**config.mk**
```make
export PLATFORM = sky130hd
export DESIGN_NAME = muldiv_unit
export DESIGN_NICKNAME = d
export VERILOG_FILES = /design/src/rtl/muldiv_unit.sv
export SDC_FILE = /design/constraint.sdc
export NUM_CORES = 1
export LEC_CHECK = 0
export BUFFER_PORTS_ARGS = -buffer_cell sky130_fd_sc_hd__buf_2
export CORE_MARGIN = 10
export CORE_UTILIZATION = 25
export CTS_BUF_LIST = sky130_fd_sc_hd__clkbuf_4
export DETAILED_ROUTE_END_ITERATION = 8
export RECOVER_POWER = 25
export SLEW_MARGIN = 20
export SYNTH_ARGS = -nofsm -noshare
export SYNTH_HDL_FRONTEND = slang
export SYNTH_SLANG_ARGS = --single-unit
```
**constraint.sdc**
```tcl
create_clock -name clk -period 6.1 [get_ports clk]
set_clock_uncertainty 0.1 [all_clocks]
set_input_delay 0.305 -clock clk [delete_from_list [all_inputs] [get_ports clk]]
set_output_delay 0.305 -clock clk [all_outputs]
set_load 0.03 [all_outputs]
```
**src/rtl/muldiv_unit.sv**
```systemverilog
`default_nettype none
// ============================================================================
// Module   : muldiv_unit
// Brief    : Iterative RV32M multiply/divide (radix-2 shift-add / restoring).
// Revision : 1.0
// ============================================================================
module muldiv_unit #(
    parameter int XLEN = 32
) (
    input  logic            clk,
    input  logic            reset,
    input  logic            start,
    input  logic [2:0]      op,
    input  logic [XLEN-1:0] a,
    input  logic [XLEN-1:0] b,
    output logic            busy,
    output logic            done,
    output logic [XLEN-1:0] result
);

    localparam int              c_cnt_w = $clog2(XLEN) + 1;
    localparam logic [c_cnt_w-1:0] c_last = c_cnt_w'(XLEN - 1);
    localparam logic [1:0]      c_idle  = 2'd0;
    localparam logic [1:0]      c_calc  = 2'd1;
    localparam logic [1:0]      c_done  = 2'd2;
    localparam logic [XLEN-1:0] c_min   = {1'b1, {(XLEN-1){1'b0}}};

    logic [1:0]          r_state;
    logic [1:0]          w_state_next;
    logic [2:0]          r_op;
    logic [2*XLEN-1:0]   r_prod;
    logic [XLEN-1:0]     r_b_mag;
    logic                r_neg;
    logic [c_cnt_w-1:0]  r_cnt;
    logic [XLEN-1:0]     r_result;

    logic                w_accept;
    logic                w_last;
    logic                w_a_signed;
    logic                w_b_signed;
    logic                w_a_neg;
    logic                w_b_neg;
    logic [XLEN-1:0]     w_a_mag;
    logic [XLEN-1:0]     w_b_mag;
    logic                w_div_zero;
    logic                w_ovf;
    logic                w_fast;
    logic [XLEN-1:0]     w_fast_result;
    logic [XLEN:0]       w_sum;
    logic [XLEN:0]       w_rem_sh;
    logic [XLEN:0]       w_diff;
    logic [2*XLEN-1:0]   w_mul_next;
    logic [2*XLEN-1:0]   w_div_next;
    logic [2*XLEN-1:0]   w_step;
    logic [2*XLEN-1:0]   w_prod_signed;
    logic [XLEN-1:0]     w_quo;
    logic [XLEN-1:0]     w_rem;
    logic [XLEN-1:0]     w_final;

    assign busy   = (r_state == c_calc);
    assign done   = (r_state == c_done);
    assign result = r_result;

    assign w_accept = start && (r_state != c_calc);
    assign w_last   = (r_cnt == c_last);

    // Operand decode: a signed for MULH/MULHSU/DIV/REM, b signed for MULH/DIV/REM.
    assign w_a_signed = (op == 3'b001) || (op == 3'b010) || (op[2] && !op[0]);
    assign w_b_signed = (op == 3'b001) || (op[2] && !op[0]);
    assign w_a_neg    = w_a_signed && a[XLEN-1];
    assign w_b_neg    = w_b_signed && b[XLEN-1];
    assign w_a_mag    = w_a_neg ? (~a + 1'b1) : a;
    assign w_b_mag    = w_b_neg ? (~b + 1'b1) : b;

    assign w_div_zero    = op[2] && (b == '0);
    assign w_ovf         = op[2] && !op[0] && (a == c_min) && (b == '1);
    assign w_fast        = w_div_zero || w_ovf;
    assign w_fast_result = w_div_zero ? (op[1] ? a : '1)
                                      : (op[1] ? '0 : a);

    // Multiply: multiplier sits in the low half and shifts out LSB first.
    assign w_sum      = {1'b0, r_prod[2*XLEN-1:XLEN]}
                      + (r_prod[0] ? {1'b0, r_b_mag} : {(XLEN+1){1'b0}});
    assign w_mul_next = {w_sum, r_prod[XLEN-1:1]};

    // Divide: high half is the partial remainder, low half dividend/quotient.
    assign w_rem_sh   = {r_prod[2*XLEN-1:XLEN], r_prod[XLEN-1]};
    assign w_diff     = w_rem_sh - {1'b0, r_b_mag};
    assign w_div_next = w_diff[XLEN]
                      ? {w_rem_sh[XLEN-1:0], r_prod[XLEN-2:0], 1'b0}
                      : {w_diff[XLEN-1:0],   r_prod[XLEN-2:0], 1'b1};

    assign w_step        = r_op[2] ? w_div_next : w_mul_next;
    assign w_prod_signed = r_neg ? (~w_step + 1'b1) : w_step;
    assign w_quo         = r_neg ? (~w_step[XLEN-1:0] + 1'b1) : w_step[XLEN-1:0];
    assign w_rem         = r_neg ? (~w_step[2*XLEN-1:XLEN] + 1'b1)
                                 : w_step[2*XLEN-1:XLEN];

    always_comb begin
        w_final = w_prod_signed[2*XLEN-1:XLEN];
        if (!r_op[2]) begin
            if (r_op[1:0] == 2'b00) w_final = w_prod_signed[XLEN-1:0];
        end else if (r_op[1]) begin
            w_final = w_rem;
        end else begin
            w_final = w_quo;
        end
    end

    always_comb begin
        w_state_next = r_state;
        case (r_state)
            c_calc:  if (w_last) w_state_next = c_done;
            default: begin
                if (start) w_state_next = w_fast ? c_done : c_calc;
                else       w_state_next = c_idle;
            end
        endcase
    end

    always_ff @(posedge clk or posedge reset) begin
        if (reset) begin
            r_state  <= c_idle;
            r_op     <= '0;
            r_prod   <= '0;
            r_b_mag  <= '0;
            r_neg    <= 1'b0;
            r_cnt    <= '0;
            r_result <= '0;
        end else begin
            r_state <= w_state_next;
            if (w_accept) begin
                r_op    <= op;
                r_prod  <= {{XLEN{1'b0}}, w_a_mag};
                r_b_mag <= w_b_mag;
                // Remainder follows the dividend; everything else uses the XOR.
                r_neg   <= (op[2] && op[1]) ? w_a_neg : (w_a_neg ^ w_b_neg);
                r_cnt   <= '0;
                if (w_fast) r_result <= w_fast_result;
            end else if (r_state == c_calc) begin
                r_prod <= w_step;
                r_cnt  <= r_cnt + 1'b1;
                if (w_last) r_result <= w_final;
            end
        end
    end

endmodule
`default_nettype wire

```
Yosys cells after proc, flatten, opt, wreduce, memory -nomap -nowiden
Index checks and enable logic that the tools add are counted.
{"block": "classes", "add_sub_neg": 8, "eq_ne": 10, "muxes": 27, "n_bitwise": 6, "n_reduce_logical": 18}
{"cell": "$mux W32", "n": 15}
{"cell": "$mux W64", "n": 5}
{"cell": "$add A32 B1 Y32 const B", "n": 4}
{"cell": "$not A32 Y32", "n": 4}
{"cell": "$add A64 B1 Y64 const B", "n": 1}
{"cell": "$eq A32 B32 Y1 const B", "n": 2}
{"cell": "$not A64 Y64", "n": 1}
{"cell": "$add A32 B32 Y33", "n": 1}
{"cell": "$sub A33 B32 Y33", "n": 1}
{"cell": "$logic_not A32 Y1", "n": 1}
{"cell": "$mux W6", "n": 2}
{"cell": "$logic_and A1 B1 Y1", "n": 8}
{"cell": "$mux W2", "n": 4}
{"cell": "$add A6 B1 Y6 const B", "n": 1}
{"cell": "$eq A6 B5 Y1 const B", "n": 1}
{"cell": "$ne A2 B1 Y1 const B", "n": 3}
{"cell": "$logic_or A1 B1 Y1", "n": 4}
{"cell": "$reduce_bool A2 Y1", "n": 2}
{"cell": "$eq A3 B1 Y1 const B", "n": 1}
{"cell": "$eq A3 B2 Y1 const B", "n": 1}
{"cell": "$reduce_and A3 Y1", "n": 1}
{"cell": "$eq A2 B1 Y1 const B", "n": 1}
{"cell": "$eq A2 B2 Y1 const B", "n": 1}
{"cell": "$logic_not A2 Y1", "n": 1}
{"cell": "3 further kinds", "n": 3}
{"block": "totals", "ff_bits": 140, "inputBits": 70}

Depth between registers and ports, before layout
Gate-level depths: netlist (run 1).
{"block": "depth", "ltp_word": 11, "depth_mapped": 23, "depth_no_buf": 23}

Worst setup path after synthesis (run 1)
No wires, ideal clock.
{"block": "synth_timing", "kind": "register to register", "startpoint": "register r_prod[31]", "endpoint": "register r_result[30] (netlist: result[30])", "arrival_ns": 5.239, "setup_slack_ns": 0.630, "stages_incl_launch_ff": 24, "cell_sequence": "dfrtp_1 > inv_1 > ha_1 > inv_1 > fa_1 > a211oi_1 > o21ai_1 > o221ai_2 > a2111oi_4 > nor3_2 > nor3_1 > a21oi_1 > ha_1 > o211ai_1 > or3_1 > or4_1 > nor4_2 > nand2_1 > nand2_1 > nand3_1 > o31ai_2 > xor2_1 > nor3_1 > or3_1"}
{"block": "synth_between", "elab_chain_cells": 11, "elab_cells_between_ends": 18}
{"element": "start, declared", "line": "31", "rtl": "logic [2*XLEN-1:0] r_prod;"}
{"element": "start signal, assigned", "line": "134", "rtl": "r_prod <= {{XLEN{1'b0}}, w_a_mag};"}
{"element": "start signal, assigned", "line": "141", "rtl": "r_prod <= w_step;"}
{"element": "$sub A33 B32 Y33", "line": "88", "rtl": "assign w_diff = w_rem_sh - {1'b0, r_b_mag};"}
{"element": "$mux W64", "line": "90", "rtl": "? {w_rem_sh[XLEN-1:0], r_prod[XLEN-2:0], 1'b0}"}
{"element": "$mux W64 *", "line": "93", "rtl": "assign w_step = r_op[2] ? w_div_next : w_mul_next;"}
{"element": "$not A64 Y64 (tied with other cells)", "line": "94", "rtl": "assign w_prod_signed = r_neg ? (~w_step + 1'b1) : w_step;"}
{"element": "$add A64 B1 Y64 (tied with other cells)", "line": "94"}
{"element": "$mux W64 (tied with other cells)", "line": "94"}
{"element": "$mux W32 (on tied branches)", "line": "102, 103"}
{"element": "$mux W32 *", "line": "101", "rtl": "if (!r_op[2]) begin"}
{"element": "$mux W32 *", "line": "143", "rtl": "if (w_last) r_result <= w_final;"}
{"element": "$mux W32 *", "line": "140", "rtl": "end else if (r_state == c_calc) begin"}
{"element": "$mux W32 *", "line": "132", "rtl": "if (w_accept) begin"}
{"element": "end signal, assigned", "line": "139", "rtl": "if (w_fast) r_result <= w_fast_result;"}
{"element": "end signal, assigned", "line": "143"}
{"element": "end, declared", "line": "35", "rtl": "logic [XLEN-1:0] r_result;"}
Every way passes the cells marked *; elsewhere a longest branch is shown, timed or not. The select of a mux whose other input is x is not followed.
A chain may end at the register's enable or synchronous reset.

Worst setup path after layout (run 1)
Ends and elaborated chain as after synthesis.

==> results.txt, run 1 <==
----------------------------------------------------
[Logic synthesis]
  Cell count after synthesis ... 2165
  Share of flip-flops with an asynchronous set or reset after synthesis ... 1.00
  Ys Warns ... 0
  Number of distinct library cell variants in the gate-level netlist after synthesis ... 106
  Library cell with the largest summed area after synthesis ... sky130_fd_sc_hd__dfrtp_1
  Leading register cell type out of synthesis ... sky130_fd_sc_hd__dfrtp_1
  Total standard cell area after synthesis ... 0.0160 mm²
  Post-synth EDFFs ... 0
  Synth Net Count ... 2307
  Dominant cells by area after synthesis ... sky130_fd_sc_hd__dfrtp_1 (22%), sky130_fd_sc_hd__o21ai_0 (7.7%), sky130_fd_sc_hd__nand2_1 (5.8%), sky130_fd_sc_hd__ha_1 (5.5%), sky130_fd_sc_hd__a21oi_1 (4.8%)
  Register bit count reported by yosys ... 140
  Mean cell area of the mapped netlist ... 7.38 µm²
  Area fraction of the dominant cell type after synthesis ... 0.219
  Post-synthesis sequential area ratio ... 0.219

[Worst hold path]
  Launch point of the worst hold path ... b[4]
  Hold path endpoint ... r_b_mag[4]
  Path category of the worst min-delay check ... in2reg
  Hold-critical path depth ... 3

[STA]
  Total Negative Setup Slacks ... 0 ps
  Count of final max-slew check failures ... 145
  Worst Tran Pin Value ... 3780 ps
  Unrepaired setup endpoints after global routing ... false
  Final setup viols ... 0
  Ratio of final minimum period to clock period ... 0.958
  Min cycle time layout ... 5850 ps
  Hold Violations, Final ... 0
  FMAX ... 171 MHz
  Rel. slew slack ... -1.52

[CTS]
  Postcts setup bufs ... 0
  Clk pin slew, worst setup/hold paths ... 160 ps
  Clock tree root driver cell ... sky130_fd_sc_hd__clkbuf_4
  Number of levels the H-tree was split into ... 4
  Maximum count of clock buffers along a single path ... 2
  TritonCTS buffer count ... 17
  Clock tree from TritonCTS ... done
  Clock tree sinks ... 140
  Clock insertion delay at the later pin of the skew report ... 670 ps

[Die]
  Starting density of the core ... 0.253
  Die outline width ... 273 µm
  # IOs ... 104
  Placement row count ... 92
  Total die area ... 0.0745 mm²
  Area of the placeable core ... 0.0632 mm²
  Die H ... 273 µm

[Critical path]
  Element type at the critical path end ... register
  Reg-to-reg critical path startpoint ... r_prod[31]
  Capture point of the worst reg-to-reg path ... result[30]
  Crit path kind ... reg2reg
  Launching element type of the critical path ... register
  Data required time of the worst path ... 6620 ps
  Maximum fanout along the worst path ... 15
  Setup slack of the most critical reg-to-reg path ... 250 ps
  Cell count of the worst reg-to-reg path ... 19
  Critical Path AT ... 6360 ps

[Layout]
  Final net count ... 2433
  Commonest non-fill, non-tap cell in the layout ... sky130_fd_sc_hd__nand2_1
  Fraction of layout cells with a size suffix above 1 ... 0.129
  Top library cells by usage in the layout, fill and taps aside ... sky130_fd_sc_hd__nand2_1 (246), sky130_fd_sc_hd__o21ai_0 (245), sky130_fd_sc_hd__nor2_1 (167), sky130_fd_sc_hd__a21oi_1 (153), sky130_fd_sc_hd__dfrtp_1 (138)
  Area grow syn2layout ... 15.9%
  FILL cells ... 6901

[Routing]
  Detail-routed via count per cell ... 5.58
  Detailed-route via count ... 17577
  DRC errors left ... 0
  Per-cell routed wire length ... 21.6 µm
  Antenna Violating Nets Remaining ... 0
  Count of routing violations after the opening detailed-route iteration ... 1888
  Drt total wl ... 68.0 mm
  Length of the first detailed-routing pass in iterations ... 6

[Place]
  Number of I/O port buffers ... 103
  Final HPWL DP ... 52.5 mm
  Placer's final routability congestion estimate ... 0.991

[Outcome]
  Result of the run ... finished with violations
  Violations in the final reports ... capacitance limit, slew limit

[Global routing]
  Global-route usage over all layers ... 0.177
  Via count of the first global-routing pass ... 16596
  Total grt overflow ... 0
  Maximum number of pins on one net before global-route repair ... 84
  Number of antenna violations at the first check in global routing ... 2
  Wire length of the first global-routing pass ... 103 mm

[Run]
  Max_cap viols ... 3

----------------------------------------------------
## what timing repair did
| item | in CTS | in global routing |
|---|---|---|
| gates resized for setup | 0 | 6 |
| endpoints found under the setup margin | 0 | 13 |
| hold buffers | 53 | 0 |
| endpoints found under the hold margin | 80 | 0 |
## stage by stage
stage          instances  hold WS [ps]   util  instance area, µm²  worst slack, ps
6_report            3150          18.0  0.293               18500              254
5_1_grt             3150          25.0  0.293               18500             6.97
4_1_cts             3149         0.121  0.293               18500              184
3_5_place_dp        3065           208  0.280               17700              218
3_3_place_gp        3065           207  0.279               17700              243
2_1_floorplan       2165           310      -               16000              630
## worst max-delay path by stage
stage                     startpoint          to  slack, ps
after floorplan           r_prod[31]  result[30]        630
after global placement    r_prod[31]  result[30]        240
after detailed placement  r_prod[31]  result[30]        220
after CTS                 r_prod[31]  result[30]        180
after global routing      r_prod[41]  result[30]          7
final                     r_prod[31]  result[30]        250
## cell type report
| cell class | count | area [µm²] | area share |
|---|---|---|---|
| inverters | 69 | 260 | 0.0140 |
| repair buffers | 242 | 1680 | 0.0909 |
| diodes | 1 | 2.50 | 0.000135 |
| flip-flops and latches | 140 | 3510 | 0.189 |
| clock inverters | 14 | 183 | 0.00986 |
| well taps | 846 | 1060 | 0.0571 |
| multi-input cells | 1821 | 11700 | 0.632 |
| clock buffers | 17 | 128 | 0.00689 |
## flip-flops by register name, indices dropped and copies added (netlist names)
register and count:
r_prod 64, r_b_mag 32, r_cnt 6, r_op 3, r_neg 1, r_state 2, result 32
## cells in the mapped netlist (all sizes together), types with 23 or more instances
library cell,number
o21ai,256
nand2,250
nor2,169
a21oi,157
dfrtp,140
clkbuf,92
xnor2,80
ha,70
inv,65
xor2,64
nand3,56
nor3,56
o211ai,51
and2,47
buf,43
a31oi,42
nand3b,37
or3,34
mux2i,30
nand4,28
a21o,25
maj3,24
a211oi,23
## metal layers
| layer | vias to the layer above | global-route usage | wire length, µm |
|---|---|---|---|
| met1 | 8368 | 0.233 | 29600 |
| met4 | 2 | 0.0813 | 3140 |
| li1 | 8262 | - | - |
| met2 | 783 | 0.280 | 30300 |
| met5 | - | 0 | 13 |
| met3 | 162 | 0.0308 | 4940 |
## cells by family (layout without fill, tap and decap cells)
family                   count (synthesis)  in the layout  share of synthesized area
AND/OR/NAND/NOR                        800            800                      0.251
AO/OA/AOI/OAI                          740            740                      0.300
buffers and inverters                  204            342                     0.0521
XOR/XNOR                               144            144                     0.0789
flip-flops                             140            140                      0.219
adder cells (fa/ha/maj)                 96             96                     0.0723
multiplexers                            41             41                     0.0265
other                                    0              1                          0
## worst max-delay path, stage by stage, from the launching register on
cell and delay [ps]:
sky130_fd_sc_hd__dfrtp_1 420, sky130_fd_sc_hd__inv_1 90, sky130_fd_sc_hd__ha_1 170, sky130_fd_sc_hd__inv_1 60, sky130_fd_sc_hd__fa_1 440, sky130_fd_sc_hd__a211oi_2 270
sky130_fd_sc_hd__o21ai_2 130, sky130_fd_sc_hd__o221ai_2 270, sky130_fd_sc_hd__a2111oi_4 150, sky130_fd_sc_hd__buf_4 180, sky130_fd_sc_hd__or3_1 500, sky130_fd_sc_hd__buf_4 310
sky130_fd_sc_hd__a2111oi_0 660, sky130_fd_sc_hd__a311o_2 350, sky130_fd_sc_hd__nand4b_1 200, sky130_fd_sc_hd__nand3b_2 380, sky130_fd_sc_hd__o31ai_1 360, sky130_fd_sc_hd__xor2_1 110
sky130_fd_sc_hd__a2111oi_0 470, sky130_fd_sc_hd__or3_1 170
Power of run 1 is not shown: default switching activity piles up to over one toggle a cycle in this logic, so the estimate is an artifact.
==> run 2, diff against run 1 <==
--- a/config.mk
+++ b/config.mk
@@ -7,9 +7,10 @@
 export LEC_CHECK = 0
 export BUFFER_PORTS_ARGS = -buffer_cell sky130_fd_sc_hd__buf_2
 export CORE_MARGIN = 10
-export CORE_UTILIZATION = 25
+export CORE_UTILIZATION = 38
 export CTS_BUF_LIST = sky130_fd_sc_hd__clkbuf_4
 export DETAILED_ROUTE_END_ITERATION = 8
+export PLACE_DENSITY_LB_ADDON = 0.2
 export RECOVER_POWER = 25
 export SLEW_MARGIN = 20
 export SYNTH_ARGS = -nofsm -noshare
==> run 2 against run 1 <==
Net effect: non-clock buffer count increased by 27; sequential share of layout area increased by 0.17 points; critical endpoint is now result[18]; routed wire length increased by 4.5%; worst setup slack improved by 36 ps; hold slack improved by 23 ps; the run still ends with capacitance limit, slew limit left; design area decreased by 0.88%; critical path depth increased by 6; sequential cell count unchanged; final cell count decreased by 8.8%.
==> results.txt, run 2 (synthesized netlist as in run 1, its figures left out) <==
----------------------------------------------------
[Critical path]
  Maximum single-stage delay on the critical path ... 520 ps (was 660 ps)
  Maximum fanout along the worst path ... 6 (was 15)
  Worst path buffer plus inverter count ... 4 (unchanged)
  Data required time of the worst path ... 6590 ps (was 6620 ps)
  Critical Path AT ... 6300 ps (was 6360 ps)
  Crit path kind ... reg2reg (unchanged)
  Launching element type of the critical path ... register (unchanged)
  Cell with the largest stage delay on the worst path ... sky130_fd_sc_hd__or4_4 (was sky130_fd_sc_hd__a2111oi_0)
  Capture point of the worst reg-to-reg path ... result[18] (was result[30])
  Delay-heaviest family, CP ... simple AND/OR/NAND/NOR gates (was compound AO/OA/AOI/OAI gates)
  Element type at the critical path end ... register (unchanged)
  Cell count of the worst reg-to-reg path ... 25 (was 19)
  Setup slack of the most critical reg-to-reg path ... 290 ps (was 250 ps)
  Stages on the worst setup path ... 25 (was 19)
  Reg-to-reg critical path startpoint ... r_prod[31] (unchanged)

[Worst hold path]
  Hold path endpoint ... r_prod[20] (was r_b_mag[4])
  Path category of the worst min-delay check ... in2reg (unchanged)
  Hold-critical path depth ... 5 (was 3)
  Launch point of the worst hold path ... a[20] (was b[4])

[Layout]
  Number of flip-flops under the largest register name ... 64 (unchanged)
  Commonest non-fill, non-tap cell in the layout ... sky130_fd_sc_hd__nand2_1 (unchanged)
  Final core area utilization ... 0.440 (was 0.293)
  Final net count ... 2460 (was 2433)
  Fraction of layout cells with a size suffix above 1 ... 0.138 (was 0.129)
  Area grow syn2layout ... 14.9% (was 15.9%)
  FILL cells ... 4329 (was 6901)
  Non-Filler Cell Area, Final ... 0.0184 mm² (was 0.0185 mm²)
  Register with the highest flop count ... r_prod (unchanged)
  Top library cells by usage in the layout, fill and taps aside ... sky130_fd_sc_hd__nand2_1 (246), sky130_fd_sc_hd__o21ai_0 (245), sky130_fd_sc_hd__nor2_1 (167), sky130_fd_sc_hd__a21oi_1 (153), sky130_fd_sc_hd__dfrtp_1 (138) (unchanged)

[Routing]
  Antenna Violating Nets Remaining ... 0 (unchanged)
  Detailed-route via count ... 18092 (was 17577)
  DRC errors left ... 0 (unchanged)
  Detail-routed via count per cell ... 6.30 (was 5.58)
  Count of routing violations after the opening detailed-route iteration ... 2215 (was 1888)
  Drt total wl ... 71.1 mm (was 68.0 mm)
  Per-cell routed wire length ... 24.7 µm (was 21.6 µm)
  Length of the first detailed-routing pass in iterations ... 9 (was 6)

[STA]
  Min cycle time layout ... 5810 ps (was 5850 ps)
  FMAX ... 172 MHz (was 171 MHz)
  Total Negative Setup Slacks ... 0 ps (unchanged)
  Worst Tran Pin Value ... 3630 ps (was 3780 ps)
  Rel. slew slack ... -1.44 (was -1.52)
  Count of final max-slew check failures ... 103 (was 145)
  Final setup viols ... 0 (unchanged)
  Ratio of final minimum period to clock period ... 0.952 (was 0.958)
  Hold Violations, Final ... 0 (unchanged)

[CTS]
  Clock insertion delay at the later pin of the skew report ... 690 ps (was 670 ps)
  Clk pin slew, worst setup/hold paths ... 160 ps (about the same)
  Clock tree from TritonCTS ... done (unchanged)
  Number of levels the H-tree was split into ... 4 (unchanged)
  Clock tree root driver cell ... sky130_fd_sc_hd__clkbuf_4 (unchanged)
  TritonCTS buffer count ... 17 (unchanged)
  Clock tree sinks ... 140 (unchanged)
  Maximum count of clock buffers along a single path ... 2 (unchanged)

[Place]
  Number of I/O port buffers ... 103 (unchanged)
  DP Area ... 0.0174 mm² (was 0.0177 mm²)
  Placer's final routability congestion estimate ... 1.01 (was 0.991)
  Final HPWL DP ... 54.7 mm (was 52.5 mm)

[Global routing]
  Via count of the first global-routing pass ... 16849 (was 16596)
  Global-route usage over all layers ... 0.274 (was 0.177)
  Wire length of the first global-routing pass ... 107 mm (was 103 mm)
  Total grt overflow ... 0 (unchanged)
  Maximum number of pins on one net before global-route repair ... 71 (was 84)
  Number of antenna violations at the first check in global routing ... 3 (was 2)

[Outcome]
  Violations in the final reports ... capacitance limit, slew limit (unchanged)
  Result of the run ... finished with violations (unchanged)

[Die]
  Die H ... 225 µm (was 273 µm)
  Starting density of the core ... 0.383 (was 0.253)
  Die outline width ... 225 µm (was 273 µm)
  Area of the placeable core ... 0.0418 mm² (was 0.0632 mm²)
  # IOs ... 104 (unchanged)
  Total die area ... 0.0507 mm² (was 0.0745 mm²)
  Placement row count ... 75 (was 92)

[Run]
  Max_cap viols ... 2 (was 3)

----------------------------------------------------
## run 2: changes by cell type in the layout (fill, tap and decap cells not counted), moves of 2 or more
cell                            change
sky130_fd_sc_hd__buf_4             +19
sky130_fd_sc_hd__dlygate4sd3_1      +8
sky130_fd_sc_hd__diode_2            +3
sky130_fd_sc_hd__bufinv_16          -2
sky130_fd_sc_hd__clkinvlp_4         +2
## run 2: worst max path at each step
| stage | from | endpoint | slack [ps] |
|---|---|---|---|
| CTS | r_prod[31] | result[22] | 100 |
| floorplan | r_prod[31] | result[30] | 630 |
| finish | r_prod[31] | result[18] | 290 |
| global route | r_b_mag[10] | result[22] | -6 |
| global placement | r_prod[31] | result[22] | 190 |
| detailed placement | r_prod[31] | result[22] | 160 |
## run 2: final cells by class
type / count / area (µm²) / area share
multi-input cells: 1821 / 11700 / 0.638
flip-flops and latches: 140 / 3510 / 0.191
repair buffers: 269 / 1920 / 0.105
well taps: 539 / 674 / 0.0367
inverters: 69 / 260 / 0.0142
clock inverters: 14 / 136 / 0.00743
clock buffers: 18 / 135 / 0.00736
diodes: 4 / 10.0 / 0.000545
## run 2: stage by stage
stage / setup WS, ps / std cells / hold WS, ps
after floorplan: 630 / 2165 / 310
after global placement: 192 / 2773 / 366
after detailed placement: 164 / 2773 / 379
after CTS: 105 / 2866 / 9.52
after global routing: -5.65 / 2873 / 62.5
final: 290 / 2874 / 40.5
## run 2: timing repair
item,in CTS,in global routing
hold buffers,61,0
endpoints found under the setup margin,0,12
hold endpoints to repair,126,0
setup buffers,0,4
resized for setup,0,10
## run 2: metal layers
layer	global-route usage	share of wire
met5	0	0
met2	0.405	0.43
met3	0.0595	0.093
met1	0.383	0.44
met4	0.104	0.036
## run 2: tightest hold or removal path: stages
cell and delay (ps):
sky130_fd_sc_hd__buf_2 130, sky130_fd_sc_hd__xor2_1 150, sky130_fd_sc_hd__nand2_1 60, sky130_fd_sc_hd__o21ai_0 60, sky130_fd_sc_hd__o21ai_0 70
Power of run 2 is left out for the same reason.
